[config.mk]
export PLATFORM = sky130hd
export DESIGN_NAME = rob_ctrl_flat
export DESIGN_NICKNAME = d
export VERILOG_FILES = /design/src/rtl/rob_ctrl_pkg.sv /design/src/rtl/rob_ctrl_if.sv /design/src/rtl/rob_ptr.sv /design/src/rtl/rob_ctrl.sv /design/src/flat_wrapper.sv
export SDC_FILE = /design/constraint.sdc
export NUM_CORES = 1
export LEC_CHECK = 0
export CORE_AREA = 2 2 104 106
export DETAILED_ROUTE_END_ITERATION = 16
export DIE_AREA = 0 0 106 108
export SYNTH_ARGS = -nofsm -noshare
export SYNTH_HDL_FRONTEND = slang
export SYNTH_SLANG_ARGS = --single-unit
[constraint.sdc]
create_clock -name clk_i -period 3.3 [get_ports clk_i]
set_input_delay 0.825 -clock clk_i [delete_from_list [all_inputs] [get_ports clk_i]]
set_output_delay 0.825 -clock clk_i [all_outputs]
set_load 0.01 [all_outputs]
[src/rtl/rob_ctrl_pkg.sv]
// Shared types and sizing for the reorder-buffer controller.
package rob_ctrl_pkg;

    localparam int ROB_DEPTH   = 16;
    localparam int ROB_IDX_LEN = $clog2(ROB_DEPTH);

    typedef enum logic [1:0] {
        FREE = 2'd0,
        PEND = 2'd1,
        DONE = 2'd2
    } rob_state_t;

    typedef enum logic {
        RUN   = 1'b0,
        EXCPT = 1'b1
    } rob_fsm_t;

endpackage

[src/rtl/rob_ctrl_if.sv]
// Issue/completion/commit handshake bundle between the pipeline (master) and the ROB controller (slave).
interface rob_ctrl_if #(
    parameter int IDX_LEN = 4
);

    logic               alloc_valid_i;
    logic               alloc_ready_o;
    logic [IDX_LEN-1:0] alloc_idx_o;
    logic               cdb_valid_i;
    logic [IDX_LEN-1:0] cdb_idx_i;
    logic               cdb_except_i;
    logic               commit_valid_o;
    logic               commit_ready_i;
    logic [IDX_LEN-1:0] commit_idx_o;

    modport master (
        output alloc_valid_i, cdb_valid_i, cdb_idx_i, cdb_except_i, commit_ready_i,
        input  alloc_ready_o, alloc_idx_o, commit_valid_o, commit_idx_o
    );

    modport slave (
        input  alloc_valid_i, cdb_valid_i, cdb_idx_i, cdb_except_i, commit_ready_i,
        output alloc_ready_o, alloc_idx_o, commit_valid_o, commit_idx_o
    );

endinterface

[src/rtl/rob_ptr.sv]
// Circular-buffer pointer with a wrap bit above the index; clear has priority over increment.
module rob_ptr #(
    parameter int IDX_LEN = 4
) (
    input  logic             clk_i,
    input  logic             rst_n_i,
    input  logic             inc_i,
    input  logic             clr_i,
    output logic [IDX_LEN:0] ptr_o
);

    logic [IDX_LEN:0] r_ptr;

    always_ff @(posedge clk_i or negedge rst_n_i) begin
        if (!rst_n_i) begin
            r_ptr <= '0;
        end else if (clr_i) begin
            r_ptr <= '0;
        end else if (inc_i) begin
            r_ptr <= r_ptr + {{IDX_LEN{1'b0}}, 1'b1};
        end
    end

    assign ptr_o = r_ptr;

endmodule

[src/rtl/rob_ctrl.sv]
// Reorder-buffer allocation/completion/commit controller with precise-exception flush sequencing.
// Optional feature: define ROB_PERF_CNT_EN to add the saturating allocation-stall counter stall_cnt_o.
module rob_ctrl
    import rob_ctrl_pkg::*;
#(
    parameter int DEPTH   = ROB_DEPTH,
    parameter int IDX_LEN = $clog2(DEPTH)
) (
    input  logic               clk_i,
    input  logic               rst_n_i,
    input  logic               flush_i,
    rob_ctrl_if.slave          rob_if,
    output logic               except_o,
    output logic [IDX_LEN-1:0] except_idx_o,
    output logic               flush_o,
    output logic               empty_o,
    output logic [IDX_LEN:0]   count_o
`ifdef ROB_PERF_CNT_EN
    ,
    output logic [31:0]        stall_cnt_o
`endif
);

    rob_fsm_t           r_state;
    rob_fsm_t           w_state_nxt;
    rob_state_t         r_entry [DEPTH];
    logic [DEPTH-1:0]   r_except;

    logic [IDX_LEN:0]   w_head_ptr;
    logic [IDX_LEN:0]   w_tail_ptr;
    logic [IDX_LEN-1:0] w_head_idx;
    logic [IDX_LEN-1:0] w_tail_idx;
    logic               w_empty;
    logic               w_full;
    logic               w_head_done;
    logic               w_alloc_ready;
    logic               w_commit_valid;
    logic               w_alloc_fire;
    logic               w_commit_fire;
    logic               w_clr;
    logic               w_except;

    assign w_head_idx = w_head_ptr[IDX_LEN-1:0];
    assign w_tail_idx = w_tail_ptr[IDX_LEN-1:0];
    assign w_empty    = (w_head_ptr == w_tail_ptr);
    assign w_full     = (w_head_idx == w_tail_idx) && (w_head_ptr[IDX_LEN] != w_tail_ptr[IDX_LEN]);

    // Ready/valid come from registers only, so a full ROB stays closed even while the head commits.
    assign w_head_done    = !w_empty && (r_entry[w_head_idx] == DONE);
    assign w_alloc_ready  = (r_state == RUN) && !w_full;
    assign w_commit_valid = (r_state == RUN) && w_head_done && !r_except[w_head_idx];
    assign w_alloc_fire   = rob_if.alloc_valid_i && w_alloc_ready;
    assign w_commit_fire  = w_commit_valid && rob_if.commit_ready_i;

    rob_ptr #(.IDX_LEN(IDX_LEN)) u_head_ptr (
        .clk_i   (clk_i),
        .rst_n_i (rst_n_i),
        .inc_i   (w_commit_fire),
        .clr_i   (w_clr),
        .ptr_o   (w_head_ptr)
    );

    rob_ptr #(.IDX_LEN(IDX_LEN)) u_tail_ptr (
        .clk_i   (clk_i),
        .rst_n_i (rst_n_i),
        .inc_i   (w_alloc_fire),
        .clr_i   (w_clr),
        .ptr_o   (w_tail_ptr)
    );

    always_ff @(posedge clk_i or negedge rst_n_i) begin
        if (!rst_n_i) begin
            r_state <= RUN;
        end else begin
            r_state <= w_state_nxt;
        end
    end

    // An external flush in RUN pre-empts a faulting head; EXCPT always lasts exactly one cycle.
    always_comb begin
        w_state_nxt = r_state;
        w_clr       = 1'b0;
        w_except    = 1'b0;
        case (r_state)
            RUN: begin
                if (flush_i) begin
                    w_clr = 1'b1;
                end else if (w_head_done && r_except[w_head_idx]) begin
                    w_state_nxt = EXCPT;
                end
            end
            EXCPT: begin
                w_clr       = 1'b1;
                w_except    = 1'b1;
                w_state_nxt = RUN;
            end
            default: begin
                w_state_nxt = RUN;
            end
        endcase
    end

    // Alloc, completion and commit never target the same entry in one cycle, so their order here is free.
    always_ff @(posedge clk_i or negedge rst_n_i) begin
        if (!rst_n_i) begin
            for (int i = 0; i < DEPTH; i++) begin
                r_entry[i] <= FREE;
            end
            r_except <= '0;
        end else if (w_clr) begin
            for (int i = 0; i < DEPTH; i++) begin
                r_entry[i] <= FREE;
            end
            r_except <= '0;
        end else begin
            if (rob_if.cdb_valid_i && (r_entry[rob_if.cdb_idx_i] == PEND)) begin
                r_entry[rob_if.cdb_idx_i]  <= DONE;
                r_except[rob_if.cdb_idx_i] <= rob_if.cdb_except_i;
            end
            if (w_commit_fire) begin
                r_entry[w_head_idx] <= FREE;
            end
            if (w_alloc_fire) begin
                r_entry[w_tail_idx]  <= PEND;
                r_except[w_tail_idx] <= 1'b0;
            end
        end
    end

    assign rob_if.alloc_ready_o  = w_alloc_ready;
    assign rob_if.alloc_idx_o    = w_tail_idx;
    assign rob_if.commit_valid_o = w_commit_valid;
    assign rob_if.commit_idx_o   = w_head_idx;
    assign except_o              = w_except;
    assign except_idx_o          = w_head_idx;
    assign flush_o               = w_except;
    assign empty_o               = w_empty;
    assign count_o               = w_tail_ptr - w_head_ptr;

`ifdef ROB_PERF_CNT_EN
    logic [31:0] r_stall_cnt;

    always_ff @(posedge clk_i or negedge rst_n_i) begin
        if (!rst_n_i) begin
            r_stall_cnt <= '0;
        end else if (rob_if.alloc_valid_i && !w_alloc_ready && (r_stall_cnt != 32'hFFFF_FFFF)) begin
            r_stall_cnt <= r_stall_cnt + 32'd1;
        end
    end

    assign stall_cnt_o = r_stall_cnt;
`endif

    cdb_to_pending_entry: assert property (
        @(posedge clk_i) disable iff (!rst_n_i)
        (rob_if.cdb_valid_i && (r_state == RUN) && !flush_i) |-> (r_entry[rob_if.cdb_idx_i] == PEND)
    ) else $error("rob_ctrl: completion broadcast to an entry that is not pending");

endmodule

[src/flat_wrapper.sv]
// flat-port wrapper written by rule: the top's interface ports become plain ports
module rob_ctrl_flat import rob_ctrl_pkg::*;
#(
    parameter int DEPTH   = ROB_DEPTH,
    parameter int IDX_LEN = $clog2(DEPTH)
)
  (clk_i, rst_n_i, flush_i, except_o, except_idx_o, flush_o, empty_o, count_o, rob_if_alloc_valid_i, rob_if_cdb_valid_i, rob_if_cdb_idx_i, rob_if_cdb_except_i, rob_if_commit_ready_i, rob_if_alloc_ready_o, rob_if_alloc_idx_o, rob_if_commit_valid_o, rob_if_commit_idx_o);
  rob_ctrl_if #(.IDX_LEN(IDX_LEN)) rob_if_i ();
  input  logic clk_i;
  input  logic rst_n_i;
  input  logic flush_i;
  output logic except_o;
  output logic [IDX_LEN-1:0] except_idx_o;
  output logic flush_o;
  output logic empty_o;
  output logic [IDX_LEN:0] count_o;
  input wire logic [$bits(rob_if_i.alloc_valid_i)-1:0] rob_if_alloc_valid_i;
  input wire logic [$bits(rob_if_i.cdb_valid_i)-1:0] rob_if_cdb_valid_i;
  input wire logic [$bits(rob_if_i.cdb_idx_i)-1:0] rob_if_cdb_idx_i;
  input wire logic [$bits(rob_if_i.cdb_except_i)-1:0] rob_if_cdb_except_i;
  input wire logic [$bits(rob_if_i.commit_ready_i)-1:0] rob_if_commit_ready_i;
  output wire logic [$bits(rob_if_i.alloc_ready_o)-1:0] rob_if_alloc_ready_o;
  output wire logic [$bits(rob_if_i.alloc_idx_o)-1:0] rob_if_alloc_idx_o;
  output wire logic [$bits(rob_if_i.commit_valid_o)-1:0] rob_if_commit_valid_o;
  output wire logic [$bits(rob_if_i.commit_idx_o)-1:0] rob_if_commit_idx_o;
  assign rob_if_i.alloc_valid_i = rob_if_alloc_valid_i;
  assign rob_if_i.cdb_valid_i = rob_if_cdb_valid_i;
  assign rob_if_i.cdb_idx_i = rob_if_cdb_idx_i;
  assign rob_if_i.cdb_except_i = rob_if_cdb_except_i;
  assign rob_if_i.commit_ready_i = rob_if_commit_ready_i;
  assign rob_if_alloc_ready_o = rob_if_i.alloc_ready_o;
  assign rob_if_alloc_idx_o = rob_if_i.alloc_idx_o;
  assign rob_if_commit_valid_o = rob_if_i.commit_valid_o;
  assign rob_if_commit_idx_o = rob_if_i.commit_idx_o;
  rob_ctrl #(.DEPTH(DEPTH), .IDX_LEN(IDX_LEN)) u_core (.clk_i(clk_i), .rst_n_i(rst_n_i), .flush_i(flush_i), .rob_if(rob_if_i), .except_o(except_o), .except_idx_o(except_idx_o), .flush_o(flush_o), .empty_o(empty_o), .count_o(count_o));
endmodule
== Word-level counts from Yosys, hierarchy flattened ==
Index checks and enable logic that the tools add are counted.
Word-level totals
  bits in registers: 59
Cells by class
  muxes and demuxes: 39
  add/subtract/negate cells: 3
  eq/ne operators: 5
  reductions and logical operators: 19
  bitwise logic cells: 14
  order comparisons: 11
Operators by type and width (number)
  $mux W32: 6
  $mux W16: 4
  $and A16 B16 Y16: 3
  $not A16 Y16: 3
  $and A32 B32 Y32: 1
  $not A32 Y32: 1
  $or A16 B16 Y16: 2
  $demux W2 S4: 3
  $mux W5: 4
  $bmux W2 S4: 2
  $bwmux W16: 1
  $ge A5 B5 Y1 const B: 3
  $lt A4 B5 Y1 const B: 3
  $lt A5 B1 Y1 const B: 3
  $not A4 Y5: 3
  $logic_and A1 B1 Y1: 14
  $mux W2: 7
  $add A5 B1 Y5 const B: 2
  $demux W1 S4: 2
  $ge A4 B1 Y1 const B: 2
  $mux W1: 7
  $eq A5 B5 Y1: 1
  $sub A5 B5 Y5: 1
  $bmux W1 S4: 1
  other kinds (8): 12

== Longest topological paths before layout ==
Gate-level depths: netlist of the first run.
  depth in word-level cells: 15
  gate-level depth with buffers: 11
  depth with buffers taken out: 9

== By module ==
Synthesis of the first run repeated with hierarchy kept, for this count alone.
Unflattened totals
  cells, all modules: 380
  area, all modules: 3623.5 um2
Modules (own cells, without submodules)
  rob_ctrl: cells an instance 336, area each 3118.0 um2, instances 1
  rob_ptr: cells an instance 22, area each 252.7 um2, instances 2

== Worst setup path before layout of the first run ==
Ideal clock, no wire load.
  kind: reg-to-output
  start: register u_core.u_head_ptr.r_ptr[1], in the netlist u_core.u_head_ptr.ptr_o[1]
  end: output port rob_if_commit_valid_o
  arrival time: 2.185 ns
  stages on the path, launching flop included: 10
  path slack: 0.290 ns
  data required time: 2.475 ns
  cell sequence: dfrtp_1 -> buf_2 -> inv_1 -> ha_1 -> and4_1 -> nor2b_1 -> a2111oi_4 -> nand4_4 -> inv_4 -> buf_8
Between the ends
  elaborated cells on any way between the ends: 13
RTL lines
  start: declaration: line rob_ptr.sv:12  | logic [IDX_LEN:0] r_ptr;
  start signal: assignment: line rob_ptr.sv:20  | r_ptr <= r_ptr + {{IDX_LEN{1'b0}}, 1'b1};
  $eq A5 B5 Y1: line rob_ctrl.sv:45  | assign w_empty = (w_head_ptr == w_tail_ptr);
  named net empty_o: line flat_wrapper.sv:15  | output logic empty_o;
  $logic_not A1 Y1: line rob_ctrl.sv:49  | assign w_head_done = !w_empty && (r_entry[w_head_idx] == DONE);
  $logic_and A1 B1 Y1: line rob_ctrl.sv:49
  $logic_and A1 B1 Y1 (2 in series): line rob_ctrl.sv:51  | assign w_commit_valid = (r_state == RUN) && w_head_done && !r_except[w_head_idx];
  end: declaration: line flat_wrapper.sv:24  | output wire logic [$bits(rob_if_i.commit_valid_o)-1:0] rob_if_commit_valid_o;
The timed path passes the listed nets, and every way through them passes these cells. The select of a mux whose other input is x is not followed.

== Worst setup path after layout of the first run ==
  start: register u_core.u_head_ptr.r_ptr[0], in the netlist u_core.u_head_ptr.ptr_o[0]
  end: output port rob_if_commit_valid_o
Between the ends
  longest elaborated chain between the ends: 8
  elaborated cells on any way between the ends: 13
Ends and longest elaborated chain (line)
  $not A4 Y5 (implied by the code): rob_ctrl.sv:49
  $bmux W2 S4: rob_ctrl.sv:49
  $mux W2 (implied by the code) (2 in series): rob_ctrl.sv:49
  $eq A2 B2 Y1: rob_ctrl.sv:49
  $logic_and A1 B1 Y1: rob_ctrl.sv:49
  $logic_and A1 B1 Y1: rob_ctrl.sv:51
  $logic_and A1 B1 Y1 *: rob_ctrl.sv:51
Mark *: on every way between the ends. The rest lies on a longest branch, timed or not. The select of a mux whose other input is x is not followed.

==> metrics.md, run 1 <==
| Metric | Value |
|---|---|
| Result of the run | finished clean |
| Top area cells in the synthesized netlist | dfrtp_1 (39%), mux2i_1 (6.3%), mux4_2 (4.7%) |
| Share of layout cells above drive strength 1 | 15.5% |
| Register bit count reported by yosys | 59 |
| IR Drop Worst-Case VDD | around 0.00015 V |
| Chip height | 108 um |
| Detailed-route wire length | 12.2 mm |
| Element type at the critical path start | flop |
| Total Die Area | 11400 um^2 |
| Clock latency reported for the late side of the worst-skew pair | 0.35 ns |
| Setup repair after global routing missed its margin | false |
| Count of routing violations after the opening detailed-route iteration | between 300 and 400 |
| Count of endpoints failing hold in the final timing report | 0 |
| Static leakage power | slightly above 2 nW |
| Final-report max-slew violation count | 0 |
| Clock sink total | 59 |
| Library cells used by synthesis | between 50 and 60 |
| Clock Tree Root | clkbuf_8 |
| Horizontal die dimension | 106 um |
| Net count, final | 478 |
| Post-detailed-route count of antenna-violating nets | 0 |
| Placeable core region | between 10000 and 15000 um^2 |
| Slew Limit Headroom | 47.4% |
| Count of fill cells added during filler insertion | 997 |
| Classification of the worst setup path | flop to primary output |
| Vias per inst | 5.85 |
| P per Cell Area | 353 nW/um^2 |
| I/O pin cnt | 33 |
| Via count of the first global-routing pass | 3473 |
| Reported max-cap violation count | 0 |
| Synth-to-layout area growth | 20.6% |
| Global routing usage summed across all routing layers | 22.5% |
| Num rows | 37 |
| Power consumption | approximately 0.0016 W |
| Total negative slack | 0 ns |
| Wire length per cell after detailed routing | 20.5 um |
| Minimum clock period | 3.25 ns |
| Post-synth top area cell | dfrtp_1 |
| Startpoint of the most critical register-to-register path | u_core.u_head_ptr.ptr_o[0]$_DFFE_PN0P_ |
| Final weighted congestion in routability-driven placement | about 0.97 |
| Buffers on Ports | 32 |
| Arrival time at the worst endpoint | around 2.4 ns |
| Number of enable flip-flop cells after synthesis | 0 |
| Remaining Overflow, GRT | 0 |
| Initial core utilization | about 37% |
| Primary FF master, synth | dfrtp_1 |
| Proportion of synthesized chip area in sequential cells | between 30% and 40% |
| Worst endpoint required time | 2.47 ns |
| Area of the mapped netlist | between 3000 and 4000 um^2 |
| 1st-pass router iterations | 4 |
| Share of the clock period used by the worst path | 98.4% |
| Type of the tightest min-delay check | flop to flop |
| Worst Path Max Fanout | 9 |
| Largest net degree at the start of global routing | 60 |
| Count of yosys warnings during synthesis | 0 |
| Gate count after technology mapping | 406 |
| Clock-pin transition on the worst setup and hold timing paths | 0.07 ns |
| CP endpoint kind | primary output |
| Initial antenna violation count | 0 |
| Register cell area after layout | 1480 um^2 |
| Clock tree from TritonCTS | done |
| Synthesized area per cell | 9.39 um^2 |
| Min-delay src | u_core.r_except[2]$_DFF_PN0_ |
| Total clock buffers created by CTS | 9 |
| Highest Clock Rate | 0.308 GHz |
| First-pass GRT wire length | just under 20 mm |
| Area share of the largest cell type after synthesis | roughly 39% |
| Dpl hpwl | 8.62 mm |
| Synthesized netlist net count | 430 |
| Area of the multi-input gates | between 2000 and 2500 um^2 |
| Number of antenna repair diodes | 0 |
| Worst Tran Pin Value | approximately 0.79 ns |
| Remaining DRCs | 0 |
| Share of async-settable or async-resettable flops after synthesis | 100% |
| Depth of the CTS H-tree | 3 |
| Final setup skew | 0.0101 ns |
| Start point of the critical path | u_core.u_head_ptr.ptr_o[0]$_DFFE_PN0P_ |
| Final setup viols | 0 |
| Number of vias after detailed routing | about 3500 |
| Maximum count of clock buffers along a single path | 2 |
[per-stage QoR]
step / util (%) / hold slack, ns / std cells / setup WS [ns] / cell area (um^2)
global placement: 42.3 / 0.515 / 573 / 0.182 / 4320
CTS: 44.6 / 0.537 / 591 / 0.0528 / 4560
detailed placement: 42.3 / 0.521 / 573 / 0.113 / 4320
floorplan: - / 0.486 / 406 / 0.290 / 3810
global route: 44.9 / 0.572 / 595 / 0.000387 / 4600
finish: 44.9 / 0.532 / 595 / 0.0523 / 4600
[synth_stat cells, types with 3 or more instances]
cell type  count
and2_1        11
nor3b_1        3
a311oi_1       3
a211oi_1       7
or2_2          4
a21oi_1       20
xor2_1         5
mux2i_1       24
mux4_2         8
a41o_1         8
ha_1          12
nand3_1        8
dfrtp_1       59
o22ai_1        3
nand2b_1       4
o21ai_0       24
xnor2_1        3
nor2_1        45
nor2b_1        4
buf_4         14
inv_1         28
a2111oi_0      3
clkbuf_1       7
nand2_1       33
and3_1         4
nor3_1        10
buf_2          5
nand4_1       12
[layer usage]
layer	part of all wire, %	vias up	wire (um)	GRT usage [%]
met4	3.5	0	429	9.96
met2	46	173	5610	34.4
met5	0	-	0	0
met1	43	1714	5230	31.3
li1	-	1553	-	-
met3	7.7	38	943	4.22
[layout make-up]
type / instances / share of cell area, %
multi-input cells: 289 / 44.7
inverters: 29 / 2.42
flip-flops and latches: 59 / 32.2
repair buffers: 66 / 12.6
well taps: 136 / 3.70
clock buffers: 10 / 2.99
clock inverters: 6 / 1.42
[layout by cell type, fill, tap and decap left out, types with 2 or more instances in the layout]
cell / Yosys / final
dfrtp_1: 59 / 58
nor2_1: 45 / 44
nand2_1: 33 / 33
buf_4: 14 / 33
clkdlybuf4s50_1: 0 / 29
inv_1: 28 / 27
o21ai_0: 24 / 24
mux2i_1: 24 / 24
a21oi_1: 20 / 20
nand4_1: 12 / 12
and2_1: 11 / 11
ha_1: 12 / 11
nor3_1: 10 / 10
clkbuf_8: 0 / 10
mux4_2: 8 / 8
a41o_1: 8 / 8
nand3_1: 8 / 8
a211oi_1: 7 / 7
xor2_1: 5 / 5
nand2b_1: 4 / 4
nor2b_1: 4 / 4
or2_2: 4 / 4
and3_1: 4 / 4
nor3b_1: 3 / 3
a311oi_1: 3 / 3
a2111oi_0: 3 / 3
xnor2_1: 3 / 3
o22ai_1: 3 / 3
a32oi_1: 2 / 2
a22oi_1: 2 / 2
a221oi_1: 2 / 2
a21o_1: 2 / 2
o32ai_1: 2 / 2
o311a_1: 2 / 2
o32a_1: 2 / 2
or3_1: 2 / 2
clkinv_2: 0 / 2
clkinv_4: 0 / 2
[path summary, 6_finish.rpt]
kind / end / slack, ns / cells after the start
worst max-delay path: rob_if_commit_valid_o / 0.05 / 8
worst min-delay path: u_core.r_except[2]$_DFF_PN0_ / 0.53 / 2
worst max register to register: u_core.r_entry[29]$_DFF_PN0_ / 0.70 / 7
worst min register to register: u_core.r_except[2]$_DFF_PN0_ / 0.53 / 2
max in group asynchronous: u_core.u_head_ptr.ptr_o[0]$_DFFE_PN0P_ / 2.13 / 2
min in group asynchronous: u_core.u_tail_ptr.ptr_o[0]$_DFFE_PN0P_ / 0.63 / 2
[sequential cells by signal, summed over array words and instances (netlist names)]
register and flops:
u_core.r_state 1, u_core.r_entry 32, u_core.u_head_ptr.ptr_o 5, u_core.r_except 16, u_core.u_tail_ptr.ptr_o 5
[critical path, stage by stage, from the launching register on]
cell and delay, ns:
dfrtp_2 0.45, buf_8 0.16, buf_4 0.15, mux2i_1 0.11
mux4_2 0.48, a22o_1 0.28, nand4_4 0.12, inv_4 0.04
dlygate4sd2_1 0.27
[cells by family (layout without fill, tap and decap cells)]
group / count (synthesis) / in the layout / share of synthesized area (%)
buf+inv: 58 / 111 / 7.81
fa+ha+maj: 13 / 13 / 4.46
flops: 59 / 59 / 38.7
compound gates: 89 / 89 / 16.5
mux: 33 / 33 / 11.7
simple gates: 146 / 146 / 18.9
xor+xnor: 8 / 8 / 1.84
[power breakdown]
group | total, W | switching [W] | internal, W
Clock | 0.000695 | 0.000326 | 0.000369
Combinational | 0.000189 | 0.000116 | 0.0000727
Sequential | 0.000737 | 0.00000674 | 0.000730
Total | 0.00162 | 0.000449 | 0.00117
[timing repair]
item | in CTS | in global routing
pin swaps | 2 | 1
endpoints found under the setup margin | 2 | 2
resized for setup | 6 | 2
cloned | 0 | 0
hold buffers | 0 | 0
hold endpoints to repair | 0 | 0
buffers inserted | 2 | 4
Power figures use the tool's default switching activity.
==> inputs of run 2 (changes only) <==
--- a/config.mk
+++ b/config.mk
@@ -5,9 +5,10 @@
 export SDC_FILE = /design/constraint.sdc
 export NUM_CORES = 1
 export LEC_CHECK = 0
-export CORE_AREA = 2 2 104 106
+export CORE_AREA = 2 2 101 103
 export DETAILED_ROUTE_END_ITERATION = 16
-export DIE_AREA = 0 0 106 108
+export DIE_AREA = 0 0 103 105
 export SYNTH_ARGS = -nofsm -noshare
 export SYNTH_HDL_FRONTEND = slang
+export SYNTH_HIERARCHICAL = 1
 export SYNTH_SLANG_ARGS = --single-unit
==> run 2 against run 1 <==
Against the previous run:
- combinational power is 8% lower
- die area is 5.5% lower
- register-to-register slack worse by 0.02 ns
- global-route usage is 1.2 points lower
- clock power is 18% lower
- setup slack better by 0.12 ns
- maximum frequency is 3.7% higher
- wire length is 13% lower
- via count is 8.5% lower
- non-clock buffer count is 4 lower
- final area is 4.6% lower
- total power is 8.8% lower
==> metrics.md, run 2 <==
| Metric | Value |
|---|---|
| Total clock buffers created by CTS | 9 |
| Count of routing violations after the opening detailed-route iteration | 194 |
| Power share of the clock group | between 30% and 40% |
| P per Cell Area | around 340 nW/um^2 |
| Primary FF master, synth | dfrtp_1 |
| Post-detailed-route count of antenna-violating nets | 0 |
| Synthesized netlist net count | 398 |
| Final weighted congestion in routability-driven placement | 0.953 |
| Post-placement worst setup slack | -0.00733 ns |
| 1st-pass router iterations | 5 |
| Worst Tran Pin Value | between 0.8 and 0.9 ns |
| Internal power consumption | approximately 0.0011 W |
| Arrival time at the worst endpoint | approximately 2.3 ns |
| Depth of the CTS H-tree | 3 |
| Total Die Area | around 11000 um^2 |
| Largest net degree at the start of global routing | 36 |
| Total negative slack | 0 ns |
| Clock latency reported for the late side of the worst-skew pair | between 0.3 and 0.4 ns |
| Element type at the critical path start | flop |
| Remaining Overflow, GRT | 0 |
| Top area cells in the synthesized netlist | dfrtp_1 (41%), mux2i_1 (6.6%), mux4_2 (5.6%) |
| Post-Layout Cell Count | 570 |
| Buffers on Ports | 32 |
| Library cells used by synthesis | 50 |
| Worst Path Max Fanout | 6 |
| Leading cell type in the layout, fill and taps excluded | dfrtp_1 |
| Synth-to-layout area growth | 21.0% |
| Detailed-route wire length | 10.6 mm |
| Initial core utilization | 37.6% |
| Final setup viols | 0 |
| Chip height | 105 um |
| Number of flip-flops in the largest register | 32 |
| Net count, final | 451 |
| Post-route setup slack | 0.169 ns |
| Setup repair after global routing missed its margin | false |
| Share of async-settable or async-resettable flops after synthesis | between 90% and 100% |
| Most frequent cells in the layout | dfrtp_1 (58), nor2_1 (39), nand2_1 (36) |
| Area share of the largest cell type after synthesis | 40.7% |
| Remaining DRCs | 0 |
| Highest Clock Rate | between 0.3 and 0.4 GHz |
| Via count of the first global-routing pass | 3206 |
| Maximum count of clock buffers along a single path | 2 |
| Share of total power consumed by net switching | 27.0% |
| Post-layout util | 45.5% |
| Global routing usage summed across all routing layers | 21.3% |
| Slew Limit Headroom | 46.1% |
| Area of the mapped netlist | 3620 um^2 |
| Dominant cell by count in the synthesized netlist | dfrtp_1 |
| Result of the run | finished clean |
| Initial antenna violation count | 0 |
| Post-synth top area cell | dfrtp_1 |
| Largest registers in the final layout | u_core/r_entry (32), u_core/r_except (16) |
| Type of the tightest min-delay check | flop to flop |
| Count of endpoints failing hold in the final timing report | 0 |
| Sequential power share | 49.7% |
| Placeable core region | 9640 um^2 |
| Worst endpoint required time | 2.47 ns |
| IR Drop Worst-Case VDD | between 0.00015 and 0.0002 V |
| Vias per inst | 5.58 |
| Placed Instances | 554 |
| First-pass GRT wire length | around 18 mm |
| Dpl hpwl | slightly below 8 mm |
| Number of vias after detailed routing | 3181 |
| I/O pin cnt | 33 |
| Share of layout cells above drive strength 1 | 14.4% |
| Num rows | 36 |
| Top cells by count, synth | dfrtp_1 (59), nor2_1 (39), nand2_1 (36) |
| Share of the clock period used by the worst path | 94.9% |
| Reported max-cap violation count | 0 |
| CP endpoint kind | primary output |
| Number of enable flip-flop cells after synthesis | 0 |
| Count of yosys warnings during synthesis | 6 |
| Register name with the most flops | u_core/r_entry |
| Final setup skew | 0.00740 ns |
| Synthesized area per cell | about 9.5 um^2 |
| Gate count after technology mapping | between 300 and 400 |
| Tightest hold margin | 0.522 ns |
| Static leakage power | 1.96 nW |
| Clock tree from TritonCTS | done |
| Clock-pin transition on the worst setup and hold timing paths | ~0.070 ns |
| Number of antenna repair diodes | 0 |
| Minimum clock period | around 3.1 ns |
| Comb pwr share | 11.8% |
| Register bit count reported by yosys | 59 |
| Wire length per cell after detailed routing | roughly 19 um |
| Proportion of synthesized chip area in sequential cells | 40.7% |
| Classification of the worst setup path | flop to primary output |
| Horizontal die dimension | 103 um |
| Final-report max-slew violation count | 0 |
| Net switching power | 0.000398 W |
| Clock sink total | 59 |
| Clock Tree Root | clkbuf_8 |
run 2: cell types whose count changed in the layout (fill, tap and decap cells not counted), sizes merged, moves of 5 or more:
cell    previous run  this run
o211ai             0         5
nand3              8        16
nor2b              4        23
and2              12         1
o21ai             24         4
nor2              45        39
mux2               0         5
ha                12         6
and4               1         9
nand2b             4        17
inv               29        18
a41oi              0         7
a41o               8         0
run 2: cell type report:
class                      count  area, um^2
clock buffer                  12         145
clock inverter                 3        15.0
fill                         960        5250
inverter                      19        71.3
multi-input combinational    282        1970
sequential                    59        1480
tap                          133         166
timing repair buffer          62         542
run 2: critical path, cell delays in order, from the launching register on:
cell and delay (ns):
dfrtp_2 0.45, mux4_2 0.52, mux2_2 0.28, and3_4 0.20
o21ai_2 0.16, and3b_1 0.22, clkbuf_2 0.13
run 2: logic make-up after synthesis:
logic type | synth area share (%)
simple gates | 24.5
compound gates | 11.7
flops | 40.7
buf+inv | 5.04
mux | 14.0
fa+ha+maj | 2.62
xor+xnor | 1.45
run 2: power by group through the flow:
stage          combinational (W)  clock, W  sequential, W
3_5_place_dp            0.000174         0       0.000748
3_3_place_gp            0.000172         0       0.000748
2_1_floorplan          0.0000737         0       0.000750
6_report                0.000174  0.000569       0.000734
4_1_cts                 0.000175  0.000580       0.000734
5_1_grt                 0.000191  0.000615       0.000734
run 2: worst paths after layout:
| kind | from | to | slack [ns] | cells after the start |
|---|---|---|---|---|
| max in group asynchronous | rst_n_i | u_core/u_head_ptr/ptr_o[0]$_DFFE_PN0P_ | 1.92 | 2 |
| max reg2reg | u_core/u_head_ptr/ptr_o[1]$_DFFE_PN0P_ | u_core/u_head_ptr/ptr_o[3]$_DFFE_PN0P_ | 0.68 | 10 |
| min reg2reg | u_core/r_except[4]$_DFF_PN0_ | u_core/r_except[4]$_DFF_PN0_ | 0.52 | 2 |
| min | u_core/r_except[4]$_DFF_PN0_ | u_core/r_except[4]$_DFF_PN0_ | 0.52 | 2 |
| min in group asynchronous | rst_n_i | u_core/r_state$_DFF_PN0_ | 0.58 | 1 |
| max | u_core/u_head_ptr/ptr_o[0]$_DFFE_PN0P_ | rob_if_commit_valid_o | 0.17 | 6 |
run 2: what timing repair did:
action | CTS | global route
pin swaps | 0 | 1
hold buffers | 0 | 0
hold endpoints to repair | 0 | 0
setup endpoints to repair | 2 | 2
setup buffers | 1 | 0
gates resized for setup | 7 | 4
run 2: stage by stage:
step | total power [W] | area (um^2)
4_1_cts | 0.00149 | 4380
2_1_floorplan | 0.000824 | 3620
5_1_grt | 0.00154 | 4390
3_3_place_gp | 0.000920 | 4210
6_report | 0.00148 | 4390
3_5_place_dp | 0.000922 | 4210
run 2: routing by layer:
layer | part of all wire (%) | vias up | wire length [um] | track usage (%)
met2 | 50 | 98 | 5300 | 33.4
met1 | 43 | 1599 | 4590 | 29.3
met4 | 2.2 | 0 | 234 | 8.46
met5 | 0 | - | 0 | 0
li1 | - | 1466 | - | -
met3 | 4.3 | 18 | 460 | 3.21
